### src/rtl/des_round_sequencer.sv
// Iterative DES round controller: runs one post-IP 64-bit block through
// ROUNDS Feistel rounds, one round per clock. It shares an external
// f-function and fetches subkeys from an external key-schedule store by index.
//
// Ports:
//   Clk, Reset          clock, synchronous active-high reset
//   InValid/InReady     input handshake for DataIn/Decrypt
//   DataIn   [63:0]     post-IP block {L0, R0}
//   Decrypt             0 = subkeys ascending, 1 = descending (sampled at accept)
//   SubKeyIndex         subkey index requested this cycle
//   SubKey   [47:0]     subkey for SubKeyIndex (same cycle)
//   FRight   [31:0]     right half to the f-function
//   FKey     [47:0]     subkey to the f-function
//   FOut     [31:0]     f-function result (same cycle)
//   OutValid/OutReady   output handshake for DataOut
//   DataOut  [63:0]     pre-FP result {R16, L16}
//   Busy                high while a block is in flight (ROUND or DONE)
//   RoundCount          current round number, debug
module des_round_sequencer #(
  parameter int unsigned ROUNDS = 16,
  parameter int unsigned CNT_W  = 4
) (
  input  logic             Clk,
  input  logic             Reset,
  input  logic             InValid,
  output logic             InReady,
  input  logic [63:0]      DataIn,
  input  logic             Decrypt,
  output logic [CNT_W-1:0] SubKeyIndex,
  input  logic [47:0]      SubKey,
  output logic [31:0]      FRight,
  output logic [47:0]      FKey,
  input  logic [31:0]      FOut,
  output logic             OutValid,
  input  logic             OutReady,
  output logic [63:0]      DataOut,
  output logic             Busy,
  output logic [CNT_W-1:0] RoundCount
);

  localparam int unsigned HALF_W = 32;
  localparam logic [CNT_W-1:0] LAST_RND = CNT_W'(ROUNDS - 1);

  typedef enum logic [1:0] {
    S_IDLE  = 2'd0,
    S_ROUND = 2'd1,
    S_DONE  = 2'd2
  } state_t;

  state_t state;
  state_t state_nxt;

  logic [HALF_W-1:0] l_half;
  logic [HALF_W-1:0] r_half;
  logic [CNT_W-1:0]  rnd;
  logic              mode;

  logic accept;
  logic last_rnd;

  assign accept   = InValid && (state == S_IDLE);
  assign last_rnd = (rnd == LAST_RND);

  // State register
  always_ff @(posedge Clk) begin
    if (Reset) begin
      state <= S_IDLE;
    end else begin
      state <= state_nxt;
    end
  end

  // Next-state logic
  always_comb begin
    state_nxt = state;
    case (state)
      S_IDLE:  if (accept)   state_nxt = S_ROUND;
      S_ROUND: if (last_rnd) state_nxt = S_DONE;
      S_DONE:  if (OutReady) state_nxt = S_IDLE;
      default: state_nxt = S_IDLE;
    endcase
  end

  // Feistel datapath: halves, round counter and direction latched at accept
  always_ff @(posedge Clk) begin
    if (Reset) begin
      l_half <= '0;
      r_half <= '0;
      rnd    <= '0;
      mode   <= 1'b0;
    end else begin
      case (state)
        S_IDLE: begin
          if (accept) begin
            l_half <= DataIn[63:32];
            r_half <= DataIn[31:0];
            mode   <= Decrypt;
            rnd    <= '0;
          end
        end
        S_ROUND: begin
          l_half <= r_half;
          r_half <= l_half ^ FOut;
          rnd    <= last_rnd ? '0 : rnd + CNT_W'(1);
        end
        default: begin
        end
      endcase
    end
  end

  // Output decode; f-function inputs stay deterministic outside ROUND
  always_comb begin
    InReady     = 1'b0;
    OutValid    = 1'b0;
    Busy        = 1'b0;
    DataOut     = '0;
    SubKeyIndex = '0;
    FRight      = r_half;
    FKey        = SubKey;
    case (state)
      S_IDLE: begin
        InReady = 1'b1;
      end
      S_ROUND: begin
        Busy        = 1'b1;
        SubKeyIndex = mode ? (LAST_RND - rnd) : rnd;
      end
      S_DONE: begin
        Busy     = 1'b1;
        OutValid = 1'b1;
        // Last round's swap is undone here: present {R, L}
        DataOut  = {r_half, l_half};
      end
      default: begin
      end
    endcase
  end

  assign RoundCount = rnd;

endmodule

### config.mk
export PLATFORM = sky130hd
export DESIGN_NAME = des_round_sequencer
export DESIGN_NICKNAME = d
export VERILOG_FILES = /design/src/rtl/des_round_sequencer.sv
export SDC_FILE = /design/constraint.sdc
export NUM_CORES = 1
export LEC_CHECK = 0
export ABC_AREA = 1
export BUFFER_PORTS_ARGS = -buffer_cell sky130_fd_sc_hd__buf_2
export CAP_MARGIN = 10
export CORE_AREA = 2 2 118 120
export DETAILED_ROUTE_END_ITERATION = 7
export DIE_AREA = 0 0 120 122
export PLACE_DENSITY = 0.68
export SETUP_SLACK_MARGIN = 0.05
export SYNTH_ARGS = -nofsm -noshare
export SYNTH_HDL_FRONTEND = slang
export SYNTH_SLANG_ARGS = --single-unit
### constraint.sdc
create_clock -name Clk -period 1.6 [get_ports Clk]
set_input_delay 0.08 -clock Clk [delete_from_list [all_inputs] [get_ports Clk]]
set_output_delay 0.08 -clock Clk [all_outputs]
set_load 0.01 [all_outputs]
---- Word level (Yosys, flattened, before mapping) ----
Index checks and enable logic that the tools add are counted.
word-level totals
  register bits ........................... 71
  bits in latches ......................... 0
  RAM bits ................................ 0
  ROM bits ................................ 0
  input port bits ......................... 149
  output and inout port bits .............. 155
  logic and storage cells ................. 38
  memories ................................ 0
cells by class
  $add $sub $neg .......................... 2
  $mul .................................... 0
  divide/modulo/power cells ............... 0
  $lt $le $gt $ge ......................... 0
  equality and inequality tests ........... 6
  shifts and indexed selects .............. 0
  mux-type cells .......................... 17
  bitwise gates (word level) .............. 1
  reduce and logical (&&, ||, !) cells .... 7
operators with widths
  operator                                                               number
  32-bit one-hot mux with 2 select lines                                 2
  32-bit 2-to-1 mux                                                      2
  64-bit 2-to-1 mux                                                      1
  32-bit bitwise XOR                                                     1
  4-bit 2-to-1 mux                                                       4
  4-bit one-hot mux with 2 select lines                                  1
  2-bit 2-to-1 mux                                                       3
  2-bit inequality test, second input constant                           3
  2-bit one-hot mux with 3 select lines                                  1
  4-bit by 1-bit adder with 4-bit output, second input constant          1
  4-bit equality test, second input constant                             1
  2-bit AND reduction                                                    2
  4-bit subtractor, first input constant                                 1
  1-bit 2-to-1 mux                                                       3
  3-bit AND reduction                                                    1
  2-bit by 1-bit equality test with 1-bit output, second input constant  1
  2-bit equality test, second input constant                             1
  2-bit zero test                                                        1
  2-bit nonzero test                                                     1
  2-bit OR reduction                                                     1
  1-bit logical AND                                                      1

---- Depth between registers and ports, before layout ----
  depth in word-level cells ............... 4
  depth in mapped cells ................... 10
  mapped depth without buffers ............ 8

---- Least setup slack after synthesis ----
No wires, ideal clock.
  kind .................................... register to register
  start ................................... register state[0]
  end ..................................... register r_half[14], in the netlist FRight[14]
  setup time .............................. 0.116 ns
  arrival ................................. 1.362 ns
  data required time ...................... 1.484 ns
  path slack .............................. 0.122 ns
  stages on the path, launching flop included .. 9
  buffers on the path ..................... 2
  clock period less this slack ............ 1.478 ns
  path through ............................ dfxtp_1 > inv_1 > ha_1 > nand2_1 > o21ai_2 > buf_4 > buf_2 > o21ai_0 > nor2_1
between the ends
  word-level cells in the longest chain between the ends .. 4
  elaborated cells on any way between the ends .. 7
  classes of those cells .................. eq/ne (2); mux (1); reduce/logical (4)
RTL lines
  what                             line    text
  start: declaration               50      state_t state;
  start signal: assignment         69      state <= state_nxt;
  2-bit zero test                  61, 92
  1-bit logical AND                61      assign accept = InValid && (state == S_IDLE);
  2-bit inequality test (no line)  n/a
  2-bit AND reduction (no line)    n/a
  end signal: assignment           96      r_half <= DataIn[31:0];
  end signal: assignment           103     r_half <= l_half ^ FOut;
  end: declaration                 54      logic [HALF_W-1:0] r_half;
Several ways; a longest one is shown, not always the timed one.
A chain may end at the register's enable or synchronous reset.

---- Worst setup path in the final report ----
  start ................................... register state[0]
  end ..................................... output port DataOut[42]
between the ends
  word-level cells in the longest chain between the ends .. 2
RTL lines
  what                 line  text
  2-bit equality test  121   case (state)
  64-bit 2-to-1 mux    121
  end: declaration     36    output logic [63:0] DataOut,
No other way between the ends.

==> flow_summary.toml <==
[status]
outcome = "completed"

[clock_network]
htreeDepth = 3
cts-root-buf = "clkbuf_16"
cts_hold_buffers = 0
cts.sinks = 71
cts_made_buffers = 9
clk_path_buf_depth = 2
tritoncts = "yes"
clk_pin_slew_ns = 0.05
clk-insertion-delay-late_ns = 0.32

[worst_setup_path]
path_buf_inv = 5
crit_type = "flop to output port"
required_ns = 1.52
crit_arrival_ns = 1.48
crit_family = "buffers and inverters"
critPathSlowestCell = "dfxtp_2"
cp_max_fo = 25
max_stage_delay_ns = 0.33
startpoint_type = "flop"
endpoint_kind = "output port"
crit_chain = "inv_2, buf_6, ha_4, buf_12, nand2_2, inv_2, buf_6"

[layout]
multi_input_area_sq_mm = 0.00266
regArea_sq_mm = 0.00142
final_cell_mix = "nand2_1, buf_2, nor2_1"
post-route-util = 0.491
final_common_cell = "nand2_1"
design_area_sq_mm = 0.00663
fillers = 1388
area_growth_pct = 40.7
final_cells = 1182
drive_above_1_share = 0.335
diodes = 0
final_nets = 1153

[global_routing]
grt_pass1_wl_mm = 21.8
grtUsageTotal = 0.185
grt_overflow = 0
antenna_found_initial = 0
grt_pass1_vias = 4420
grt_max_degree = 44

[floorplan]
rows = 43
die_h_um = 122
coreArea_sq_mm = 0.0135
dieArea_sq_mm = 0.0146
start_util = 0.349
die_w_um = 120
io_pins = 304

[logic_synthesis]
ys_seq_elements = 71
yosysSeqAreaShare = 0.302
yosys_warnings = 0
syn_area_per_cell_sq_um = 5.62
syn-instance-count = 838
ys_types = 17
syn-num-nets = 992
synth_area_sq_mm = 0.00471

[detailed_routing]
routedWlPerCell_um = 13.0
antenna_left = 0
drt_iter0_drc = 281
routed_wl_mm = 15.4
drc = 0
viasPerCell = 4.52
dr.pass1.iters = 4
vias = 5343

[flow_run]
max-cap-violations = 0

[power_and_ir_drop]
irDropWorstVdd_mv = 0.815
power_uw = 12400
power_density_mw_per_mm2 = 1870
p_leak_uw = 0.00391

[sta]
rsz0062_at_grt = "true"
relSlewSlack = 0.686
drv_slew = 0
worst_slack_ns = 0.0427
finalHoldViolations = 0
fmax_ghz = 0.642
setup-violations-final = 0
period_needed_ns = 1.56
worst_slew_pin_slew_ns = 0.471
period_share = 0.973
skew_ns = 0.00431

[min_path]
hp-class = "primary input to flop"

[placed_design]
portBuffers = 207
place_ws_ns = -0.0208
post_dp_cell_area_sq_mm = 0.00565
dp_cells = 1152
dpl.hpwl_mm = 9.47
gp_congestion = 0.779
timing repair:
item                       CTS  global route
cloned                       3             7
pin swaps                    5            34
setup endpoints to repair  129           129
buffers inserted             6             2
gates resized for setup     22           120
synthesized netlist by cell type, drive strengths merged:
cell      n  area [sq um]
ha        5          62.6
nand3     6          30.0
a21oi    36           180
dfxtp    71          1420
xnor2     4          35.0
inv      75           282
o21ai    35           179
clkbuf   14          52.6
nand2   373          1400
buf      78           537
nor2    141           529
per-stage QoR:
step                hold WS [ns]  setup TNS (ns)
CTS                       0.0263               0
detailed placement         0.160          -0.147
global placement           0.160               0
global route              0.0478          -0.608
floorplan                  0.247               0
finish                    0.0366               0
where the power goes:
group          internal, uW  total [uW]  switching (uW)
Combinational          3300        7530            4220
Sequential             2380        3050             676
Clock                  1120        1830             715
tightest hold or removal path, delay by kind of cell:
kind | cells | cell delay [ns]
buffers and inverters | 1 | 0.10
and+or+nand+nor | 1 | 0.07
AOI/OAI and AO/OA | 1 | 0.06
cells by family after synthesis:
logic type	after synthesis	share of synthesized area
AOI/OAI and AO/OA	71	0.0762
buffers and inverters	167	0.185
adders and majority gates	5	0.0133
DFF	71	0.302
xor gates and xnor gates	4	0.00744
and+or+nand+nor	520	0.416
per-layer routing:
| metal | up-vias | GRT usage | share of wire |
|---|---|---|---|
| met2 | 177 | 0.311 | 0.48 |
| met5 | - | 0 | 0 |
| met4 | 0 | 0.0566 | 0.020 |
| li1 | 2772 | - | - |
| met1 | 2365 | 0.234 | 0.44 |
| met3 | 29 | 0.0463 | 0.062 |
final timing paths:
kind                                start          end  slack [ns]  depth (start not counted)
worst max-delay path             state[0]  DataOut[42]        0.04                          7
worst min-delay path              Decrypt         mode        0.04                          3
worst max register to register   state[0]   FRight[15]        0.07                          9
worst min register to register  l_half[7]    l_half[7]        0.50                          2
final cells by class:
| type | count | share of cell area |
|---|---|---|
| sequential | 71 | 0.215 |
| clock buffer | 13 | 0.0393 |
| timing repair buffer | 242 | 0.267 |
| multi-input combinational | 600 | 0.401 |
| clock inverter | 1 | 0.000755 |
| inverter | 75 | 0.0429 |
| tap | 180 | 0.0340 |
registers in the layout, summed over array words and instances, names as in the netlist:
| signal | cells |
|---|---|
| RoundCount | 4 |
| FRight | 32 |
| l_half | 32 |
| mode | 1 |
| state | 2 |
No activity file was read; power rests on OpenSTA's default activity.
